===== config.mk =====
export PLATFORM = sky130hd
export DESIGN_NAME = vga_timing_generator
export DESIGN_NICKNAME = d
export VERILOG_FILES = /design/src/rtl/vga_pkg.sv /design/src/rtl/pixel_tick_gen.sv /design/src/rtl/vga_timing_generator.sv
export SDC_FILE = /design/constraint.sdc
export NUM_CORES = 1
export LEC_CHECK = 0
export CAP_MARGIN = 20
export CELL_PAD_IN_SITES_DETAIL_PLACEMENT = 0
export CELL_PAD_IN_SITES_GLOBAL_PLACEMENT = 1
export CORE_MARGIN = 2
export CORE_UTILIZATION = 36
export DETAILED_ROUTE_END_ITERATION = 12
export PLACE_DENSITY_LB_ADDON = 0.1
export SETUP_SLACK_MARGIN = 0.02
export SYNTH_ARGS = -nofsm -noshare
export SYNTH_HDL_FRONTEND = slang
export SYNTH_SLANG_ARGS = --single-unit
export TNS_END_PERCENT = 10

===== constraint.sdc =====
create_clock -name clk -period 1.9 [get_ports clk]
set_input_delay 0.475 -clock clk [delete_from_list [all_inputs] [get_ports clk]]
set_output_delay 0.475 -clock clk [all_outputs]
set_load 0.03 [all_outputs]

===== src/rtl/vga_pkg.sv =====
// Shared VGA timing and screen geometry constants used by the timing
// generator and the downstream screen memory counter.
package vga_pkg;

  // 640x480@60 Hz timing, 100 MHz system clock divided down to 25 MHz.
  localparam int VGA_CLK_DIV   = 4;
  localparam int VGA_H_DISPLAY = 640;
  localparam int VGA_H_FRONT   = 16;
  localparam int VGA_H_SYNC    = 96;
  localparam int VGA_H_BACK    = 48;
  localparam int VGA_V_DISPLAY = 480;
  localparam int VGA_V_FRONT   = 10;
  localparam int VGA_V_SYNC    = 2;
  localparam int VGA_V_BACK    = 33;
  localparam int VGA_H_TOTAL   = VGA_H_DISPLAY + VGA_H_FRONT + VGA_H_SYNC + VGA_H_BACK;
  localparam int VGA_V_TOTAL   = VGA_V_DISPLAY + VGA_V_FRONT + VGA_V_SYNC + VGA_V_BACK;

  // Counters are 10 bits wide, so neither total may exceed this.
  localparam int VGA_CNT_W     = 10;
  localparam int VGA_CNT_LIMIT = 1 << VGA_CNT_W;

  // Screen memory geometry: 320x240 pixels, one bit each, packed in 32-bit words.
  localparam int SCREEN_W             = 320;
  localparam int SCREEN_H             = 240;
  localparam int SCREEN_WORD_BITS     = 32;
  localparam int SCREEN_WORDS_PER_ROW = SCREEN_W / SCREEN_WORD_BITS;
  localparam int SCREEN_WORDS         = SCREEN_WORDS_PER_ROW * SCREEN_H;

  // True when val lies in the inclusive window [lo, hi].
  function automatic logic in_window(input logic [VGA_CNT_W-1:0] val,
                                     input logic [VGA_CNT_W-1:0] lo,
                                     input logic [VGA_CNT_W-1:0] hi);
    return (val >= lo) && (val <= hi);
  endfunction

endpackage


===== src/rtl/pixel_tick_gen.sv =====
// Divides the system clock into pixel periods. pixel_clk is a registered
// one-cycle strobe in the last clk cycle of every CLK_DIV-cycle period;
// pixel_clk_next is its next-state value, so the parent can register
// outputs that must line up with the strobe.
module pixel_tick_gen #(
  parameter int CLK_DIV = 4
) (
  input  logic clk,
  input  logic reset,
  output logic pixel_clk,
  output logic pixel_clk_next
);

  localparam int DIV_W = $clog2(CLK_DIV);
  localparam logic [DIV_W-1:0] DIV_LAST = DIV_W'(CLK_DIV - 1);

  logic [DIV_W-1:0] div_q, div_d;
  logic             pixel_clk_q, pixel_clk_d;

  // Next divider value with explicit wrap, and the strobe it implies.
  always_comb begin
    div_d = div_q + DIV_W'(1);
    if (div_q == DIV_LAST) begin
      div_d = '0;
    end
    pixel_clk_d = (div_d == DIV_LAST);
  end

  // Divider and strobe registers; reset restarts the pixel period.
  always_ff @(posedge clk or negedge reset) begin
    if (!reset) begin
      div_q       <= '0;
      pixel_clk_q <= 1'b0;
    end else begin
      div_q       <= div_d;
      pixel_clk_q <= pixel_clk_d;
    end
  end

  assign pixel_clk      = pixel_clk_q;
  assign pixel_clk_next = pixel_clk_d;

endmodule


===== src/rtl/vga_timing_generator.sv =====
// VGA raster timing: pixel/line counters plus registered sync, active-window
// and end-of-frame decodes. All decodes are computed from the next-state
// counters so they move on exactly the same edge as h_count/v_count.
module vga_timing_generator
  import vga_pkg::*;
#(
  parameter int   CLK_DIV     = VGA_CLK_DIV,
  parameter int   H_DISPLAY   = VGA_H_DISPLAY,
  parameter int   H_FRONT     = VGA_H_FRONT,
  parameter int   H_SYNC      = VGA_H_SYNC,
  parameter int   H_BACK      = VGA_H_BACK,
  parameter int   V_DISPLAY   = VGA_V_DISPLAY,
  parameter int   V_FRONT     = VGA_V_FRONT,
  parameter int   V_SYNC      = VGA_V_SYNC,
  parameter int   V_BACK      = VGA_V_BACK,
  parameter logic SYNC_ACTIVE = 1'b0
) (
  input  logic       clk,
  input  logic       reset,
  output logic       pixel_clk,
  output logic       vga_active,
  output logic       hsync,
  output logic       vsync,
  output logic [9:0] h_count,
  output logic [9:0] v_count,
  output logic       frame_end
);

  localparam int H_TOTAL = H_DISPLAY + H_FRONT + H_SYNC + H_BACK;
  localparam int V_TOTAL = V_DISPLAY + V_FRONT + V_SYNC + V_BACK;

  localparam logic [9:0] H_LAST   = 10'(H_TOTAL - 1);
  localparam logic [9:0] V_LAST   = 10'(V_TOTAL - 1);
  localparam logic [9:0] H_ACT    = 10'(H_DISPLAY);
  localparam logic [9:0] V_ACT    = 10'(V_DISPLAY);
  localparam logic [9:0] HS_START = 10'(H_DISPLAY + H_FRONT);
  localparam logic [9:0] HS_END   = 10'(H_DISPLAY + H_FRONT + H_SYNC - 1);
  localparam logic [9:0] VS_START = 10'(V_DISPLAY + V_FRONT);
  localparam logic [9:0] VS_END   = 10'(V_DISPLAY + V_FRONT + V_SYNC - 1);

  // Reject geometries the 10-bit counters cannot hold, or a divider too short
  // to give a distinct strobe cycle.
  if (H_TOTAL > VGA_CNT_LIMIT || V_TOTAL > VGA_CNT_LIMIT) begin : g_bad_total
    $error("vga_timing_generator: H_TOTAL/V_TOTAL exceed 1024");
  end
  if (CLK_DIV < 2) begin : g_bad_div
    $error("vga_timing_generator: CLK_DIV must be 2 or more");
  end

  logic       pixel_clk_next;
  logic [9:0] h_q, h_d, v_q, v_d;
  logic       active_q, active_d;
  logic       hsync_q, hsync_d;
  logic       vsync_q, vsync_d;
  logic       frame_end_q, frame_end_d;

  pixel_tick_gen #(
    .CLK_DIV(CLK_DIV)
  ) u_tick (
    .clk           (clk),
    .reset         (reset),
    .pixel_clk     (pixel_clk),
    .pixel_clk_next(pixel_clk_next)
  );

  // Advance the raster on each pixel strobe and decode outputs from the
  // counter values that will be live after this edge.
  always_comb begin
    h_d = h_q;
    v_d = v_q;
    if (pixel_clk) begin
      if (h_q < H_LAST) begin
        h_d = h_q + 10'd1;
      end else begin
        h_d = '0;
        if (v_q < V_LAST) begin
          v_d = v_q + 10'd1;
        end else begin
          v_d = '0;
        end
      end
    end
    active_d    = (h_d < H_ACT) && (v_d < V_ACT);
    hsync_d     = in_window(h_d, HS_START, HS_END) ? SYNC_ACTIVE : ~SYNC_ACTIVE;
    vsync_d     = in_window(v_d, VS_START, VS_END) ? SYNC_ACTIVE : ~SYNC_ACTIVE;
    frame_end_d = pixel_clk_next && (h_d == H_LAST) && (v_d == V_LAST);
  end

  // Raster state and registered decodes; reset aborts the frame at once.
  always_ff @(posedge clk or negedge reset) begin
    if (!reset) begin
      h_q         <= '0;
      v_q         <= '0;
      active_q    <= 1'b1;
      hsync_q     <= ~SYNC_ACTIVE;
      vsync_q     <= ~SYNC_ACTIVE;
      frame_end_q <= 1'b0;
    end else begin
      h_q         <= h_d;
      v_q         <= v_d;
      active_q    <= active_d;
      hsync_q     <= hsync_d;
      vsync_q     <= vsync_d;
      frame_end_q <= frame_end_d;
    end
  end

  assign h_count    = h_q;
  assign v_count    = v_q;
  assign vga_active = active_q;
  assign hsync      = hsync_q;
  assign vsync      = vsync_q;
  assign frame_end  = frame_end_q;

endmodule


# After elaboration in Yosys (flattened, before gate mapping)
# Index checks and enable logic that the tools add are counted.
[op_classes]
addsub = 3
order_cmp = 8
n_eq_ne = 4
muxes = 8
reduce_logical = 5
[op_table]
columns = ["cell", "count"]
rows = [
  ["$mux 10", 5],
  ["$lt 10x10->1 const B", 3],
  ["$add 10x1->10 const B", 2],
  ["$eq 10x10->1 const B", 2],
  ["$ge 10x10->1 const B", 1],
  ["$ge 10x9->1 const B", 1],
  ["$le 10x10->1 const B", 1],
  ["$le 10x9->1 const B", 1],
  ["$lt 10x9->1 const B", 1],
  ["$logic_and 1x1->1", 5],
  ["$eq 2x2->1 const B", 2],
  ["$add 2x1->2 const B", 1],
  ["$mux 1", 2],
  ["$mux 2", 1],
]
[word_totals]
regBits = 27
in_bits = 2
out_inout_bits = 25
word_cells = 36

# Longest topological paths before layout
[depth]
word_depth = 7
depth_mapped = 8
depth_no_buf = 7

# Hierarchy
# Synthesis repeated with hierarchy kept, for this count alone.
[unflattened]
cells_unflattened = 178
hier_area_um2 = 1610.3
[by_module_without_submodules]
columns = ["mod", "instances", "cells_per_inst", "area_each_um2", "seq_area_each_um2"]
rows = [
  ["vga_timing_generator", 1, 170, 1498.9, 604.3],
  ["pixel_tick_gen", 1, 8, 111.4, 75.1],
]

# Worst setup path before layout
# No wires, ideal clock.
[synth_path]
kind = "register to register"
startpoint = "register h_q[0], in the netlist h_count[0]"
endpoint = "register frame_end_q, in the netlist frame_end"
setup_ns = 0.120
arrival_ns = 2.066
t_required_ns = 1.780
setup_slack_ns = -0.287
stages_incl_launch_ff = 9
n_path_buf = 1
period_less_slack_ns = 2.187
cell_sequence = "dfrtp_1 ha_1 nand4_1 a21o_1 buf_6 or4_4 o211ai_2 nor4_1 and4_1"
[synth_between]
elab_cells_between_ends = 10
cone_classes = "add/sub (1); order compare (1); eq/ne (2); mux (4); reduce/logical (2)"
[synth_lines]
columns = ["item", "line_no", "rtl"]
rows = [
  ["from (decl)", "vga_timing_generator.sv:51", "logic [9:0] h_q, h_d, v_q, v_d;"],
  ["from (signal assigned)", "vga_timing_generator.sv:92", "h_q <= '0;"],
  ["from (signal assigned)", "vga_timing_generator.sv:99", "h_q <= h_d;"],
  ["$lt 10x10->1", "vga_timing_generator.sv:72", "if (h_q < H_LAST) begin"],
  ["$mux 10", "vga_timing_generator.sv:72", ""],
  ["$mux 10", "vga_timing_generator.sv:71", "if (pixel_clk) begin"],
  ["via v_d[5]", "vga_timing_generator.sv:51", ""],
  ["$eq 10x10->1", "vga_timing_generator.sv:86", "frame_end_d = pixel_clk_next && (h_d == H_LAST) && (v_d == V_LAST);"],
  ["$logic_and 1x1->1", "vga_timing_generator.sv:86", ""],
  ["via frame_end_d", "vga_timing_generator.sv:55", "logic frame_end_q, frame_end_d;"],
  ["to (signal assigned)", "vga_timing_generator.sv:104", "frame_end_q <= frame_end_d;"],
  ["to (decl)", "vga_timing_generator.sv:55", ""],
]
# The timed path passes the listed nets, and every way through them passes these cells.

# Worst setup path after layout
[layout_path]
startpoint = "register v_q[0], in the netlist v_count[0]"
endpoint = "register frame_end_q, in the netlist frame_end"
[layout_between]
elab_chain_cells = 6
elab_cells_between_ends = 7
cone_classes = "add/sub (1); order compare (1); eq/ne (1); mux (3); reduce/logical (1)"
[layout_rtl]
columns = ["item", "line_no", "rtl"]
rows = [
  ["from (decl)", "vga_timing_generator.sv:51", ""],
  ["from (signal assigned)", "vga_timing_generator.sv:100", "v_q <= v_d;"],
  ["$add 10x1->10 or $lt 10x10->1 (tied branches)", "vga_timing_generator.sv:77, vga_timing_generator.sv:76", ""],
  ["$mux 10 (*)", "vga_timing_generator.sv:76", "if (v_q < V_LAST) begin"],
  ["$mux 10 (*)", "vga_timing_generator.sv:72", ""],
  ["$mux 10 (*)", "vga_timing_generator.sv:71", ""],
  ["via v_d[5]", "vga_timing_generator.sv:51", ""],
  ["$eq 10x10->1 (*)", "vga_timing_generator.sv:86", ""],
  ["$logic_and 1x1->1 (*)", "vga_timing_generator.sv:86", ""],
  ["via frame_end_d", "vga_timing_generator.sv:55", ""],
]
# Mark *: on every way through the listed nets, which the timed path passes. The rest lies on a longest branch.

==> results.md <==
- IO buf count: 26
- Dpl cell area: between 0.002 and 0.0025 mm²
- Startpoint Class: flop
- Relative slew slack: 0.7608
- Final setup viols: 0
- Synth unique cells: 46
- Antenna violations before repair: 0
- Crit-path max FO: 6
- CTS tree: yes
- Mean Syn Cell Area: a little over 9 µm²
- Layout Cells excl Fill: around 280
- Clock slew at reported path FFs: roughly 0.1 ns
- Cell Area, Synth: 0.001583 mm²
- Maxcap violations: 0
- Num CTS Buffers: 3
- Bufs on Longest Clock Path: 2
- GPL Wtd Cong: ~0.86
- GRT met1 Usage: 0.2381
- Slew Viols, Final: 0
- Clock root cell: clkbuf_8
- Synth Flop Type: dfrtp_1
- Fin nets: 231
- Fillers: between 400 and 500
- Synth async-reset ratio: 1.000
- Clock Latency Late Sink: approximately 0.28 ns
- Critical Path AT: 2.02 ns
- Worst min path class: reg2reg
- Vias per cell: ~5.5
- Largest net degree at the start of global routing: 28
- Clock skew: ~0.0044 ns
- Synth Warn #: 0
- Area Growth Syn to Fin: 40.00%
- Starting Density: 0.3686
- Slowest library cell on the worst path: or4_4
- Fin crit share: 0.9732
- Worst slew pin tran: around 0.36 ns
- Max frequency: ~0.54 GHz
- DR pass1 iterations: 4
- Total GRT Usage: 0.1730
- RSZ-0062 raised after global routing: yes
- Crit-path max cell delay: around 0.52 ns
- Share of cells above drive strength 1: 0.3304
- Wire per inst: approximately 15 µm
- Boundary pin count: 27
- Design Area, Final: ~0.0022 mm²
- Met3 Use GR: 0.03175
- Fin. Hold Viols: 0
- Worst vdd ir: around 0.00031 V
- First-pass GRT wire length: 6.879 mm
- Residual DRC: 0
- Routed Antenna Nets: 0
- Starting DRT DRC Count: 129
- Crit Path Class: reg2reg
- Number of enable flip-flop cells after synthesis: 0
- Sequential area share after synthesis: 0.4292
- Chip Width: around 70 µm
- FF+latch count, synth: 27
- Die area: between 0.004 and 0.005 mm²
- Minimum clock period: about 1.8 ns
- Run status: finished, final reports clean
- Total number of vias: between 1500 and 2000
- Pleak: roughly 1.0 nW
- Crit-path cells: buf_4, nand3_1, or2_1, or4_4, o211ai_2, nor4_2, and4_1
- Clk sink count: 27
- CTS Hold Buffers Added: 0
- # diodes: 0
- Crit end category: flop
- R2R setup slack: 0.05 ns
- Final HPWL DP: about 3.2 mm
- WL final: 4.266 mm
- Synth Instances: 170
- Syn_nets: 176
- Placed Cells: about 270
- Core Box Area: approximately 0.0043 mm²
- Row count: 24
- Met2 usage: 0.2788
- CP required: just over 2 ns
- Total gr overflow: 0
- Vias in the first global route: ~1400
- Die height: roughly 70 µm
- H-tree depth: 1
- GRT Max-Usage Layer: met2
- Pwr Density: ~420 mW/mm²
==> kinds of logic (layout without fill, tap and decap cells) <==
group                    Yosys count  after routing  synth area share
XOR/XNOR                           9              9           0.04980
multiplexers                       2              2           0.01344
AND/OR/NAND/NOR                   77             77            0.2696
AO/OA/AOI/OAI                     36             36            0.1565
adder cells (fa/ha/maj)            4              4           0.03162
buffers and inverters             15             69           0.04980
flip-flops                        27             27            0.4293
==> through the flow <==
stage | hold WS (ns) | total power [mW] | worst slack [ns] | setup TNS [ns] | utilization
2_1_floorplan | 0.1794 | 0.5856 | 0.009866 | 0 | -
4_1_cts | 0.4593 | 0.9332 | 0.02062 | 0 | 0.5006
3_3_place_gp | 0.4384 | 0.6010 | -0.05586 | -0.05586 | 0.4930
6_report | 0.4549 | 0.9297 | 0.05096 | 0 | 0.5160
5_1_grt | 0.4799 | 0.9684 | -0.01410 | -0.03686 | 0.5160
3_5_place_dp | 0.4451 | 0.6013 | 0.0007830 | 0 | 0.4930
==> cell usage in the layout (no fill, tap or decap), drive strengths merged, types with 6 or more instances in the layout <==
| cell type | count |
|---|---|
| nor3 | 6 |
| dlygate4sd2 | 18 |
| nor2 | 15 |
| a21oi | 6 |
| nand3 | 8 |
| buf | 34 |
| o21ai | 12 |
| nand4 | 11 |
| dfrtp | 24 |
| and3 | 8 |
| nand2 | 13 |
==> worst paths after layout <==
path	from	endpoint	cells past startpoint
setup / recovery	v_count[0]	frame_end	7
hold reg to reg	u_tick.div_q[0]	u_tick.div_q[0]	1
hold / removal	u_tick.div_q[0]	u_tick.div_q[0]	1
max in group asynchronous	reset	vga_active	2
min in group asynchronous	reset	h_count[7]	2
setup reg to reg	v_count[0]	frame_end	7
==> report_power, final <==
group	internal, mW	switching, mW	total, mW
Clock	0.151	0.190	0.341
Sequential	0.574	0	0.574
Combinational	0.00315	0.0115	0.0146
==> what timing repair did <==
item,4_1_cts,5_1_grt
gates resized for setup,20,11
buffers inserted,0,5
endpoints found under the setup margin,20,8
pin swaps,0,7
==> state kept, by name, indices dropped and copies added (netlist names) <==
signal	count
frame_end	1
h_count	10
hsync	1
u_tick.div_q	2
u_tick.pixel_clk	1
v_count	10
vga_active	1
vsync	1
==> cells in the mapped netlist (5+ instances only) <==
master    n  share of area
nor3_1    5          0.016
nand2_1  13          0.031
xor2_1    5          0.028
and3_1    8          0.032
nand4_1  11          0.043
nand3_1   8          0.025
inv_1     5          0.012
nor2_1   14          0.033
dfrtp_1  24           0.38
o21ai_0  12          0.038
a21oi_1   6          0.019
==> worst max-delay path: cells and delay by family (launching register included) <==
| kind | cells | cell delay [ns] |
|---|---|---|
| AOI/OAI and AO/OA | 1 | 0.10 |
| DFF | 1 | 0.45 |
| and+or+nand+nor | 5 | 1.03 |
| buffers and inverters | 1 | 0.15 |
==> cell type report <==
class	instances	area [µm²]	share of cell area
well taps	52	65.06	0.02936
flip-flops and latches	27	696.9	0.3145
inverters	5	18.77	0.008470
repair buffers	60	504.2	0.2276
multi-input cells	128	885.9	0.3998
clock buffers	4	45.04	0.02033
==> routing by layer <==
| metal | routed length (µm) | part of all wire |
|---|---|---|
| met1 | 2022 | 0.47 |
| met2 | 1996 | 0.47 |
| met3 | 199 | 0.047 |
| met4 | 48 | 0.011 |
| met5 | 0 | 0 |
(Power assumes the default switching activity.)
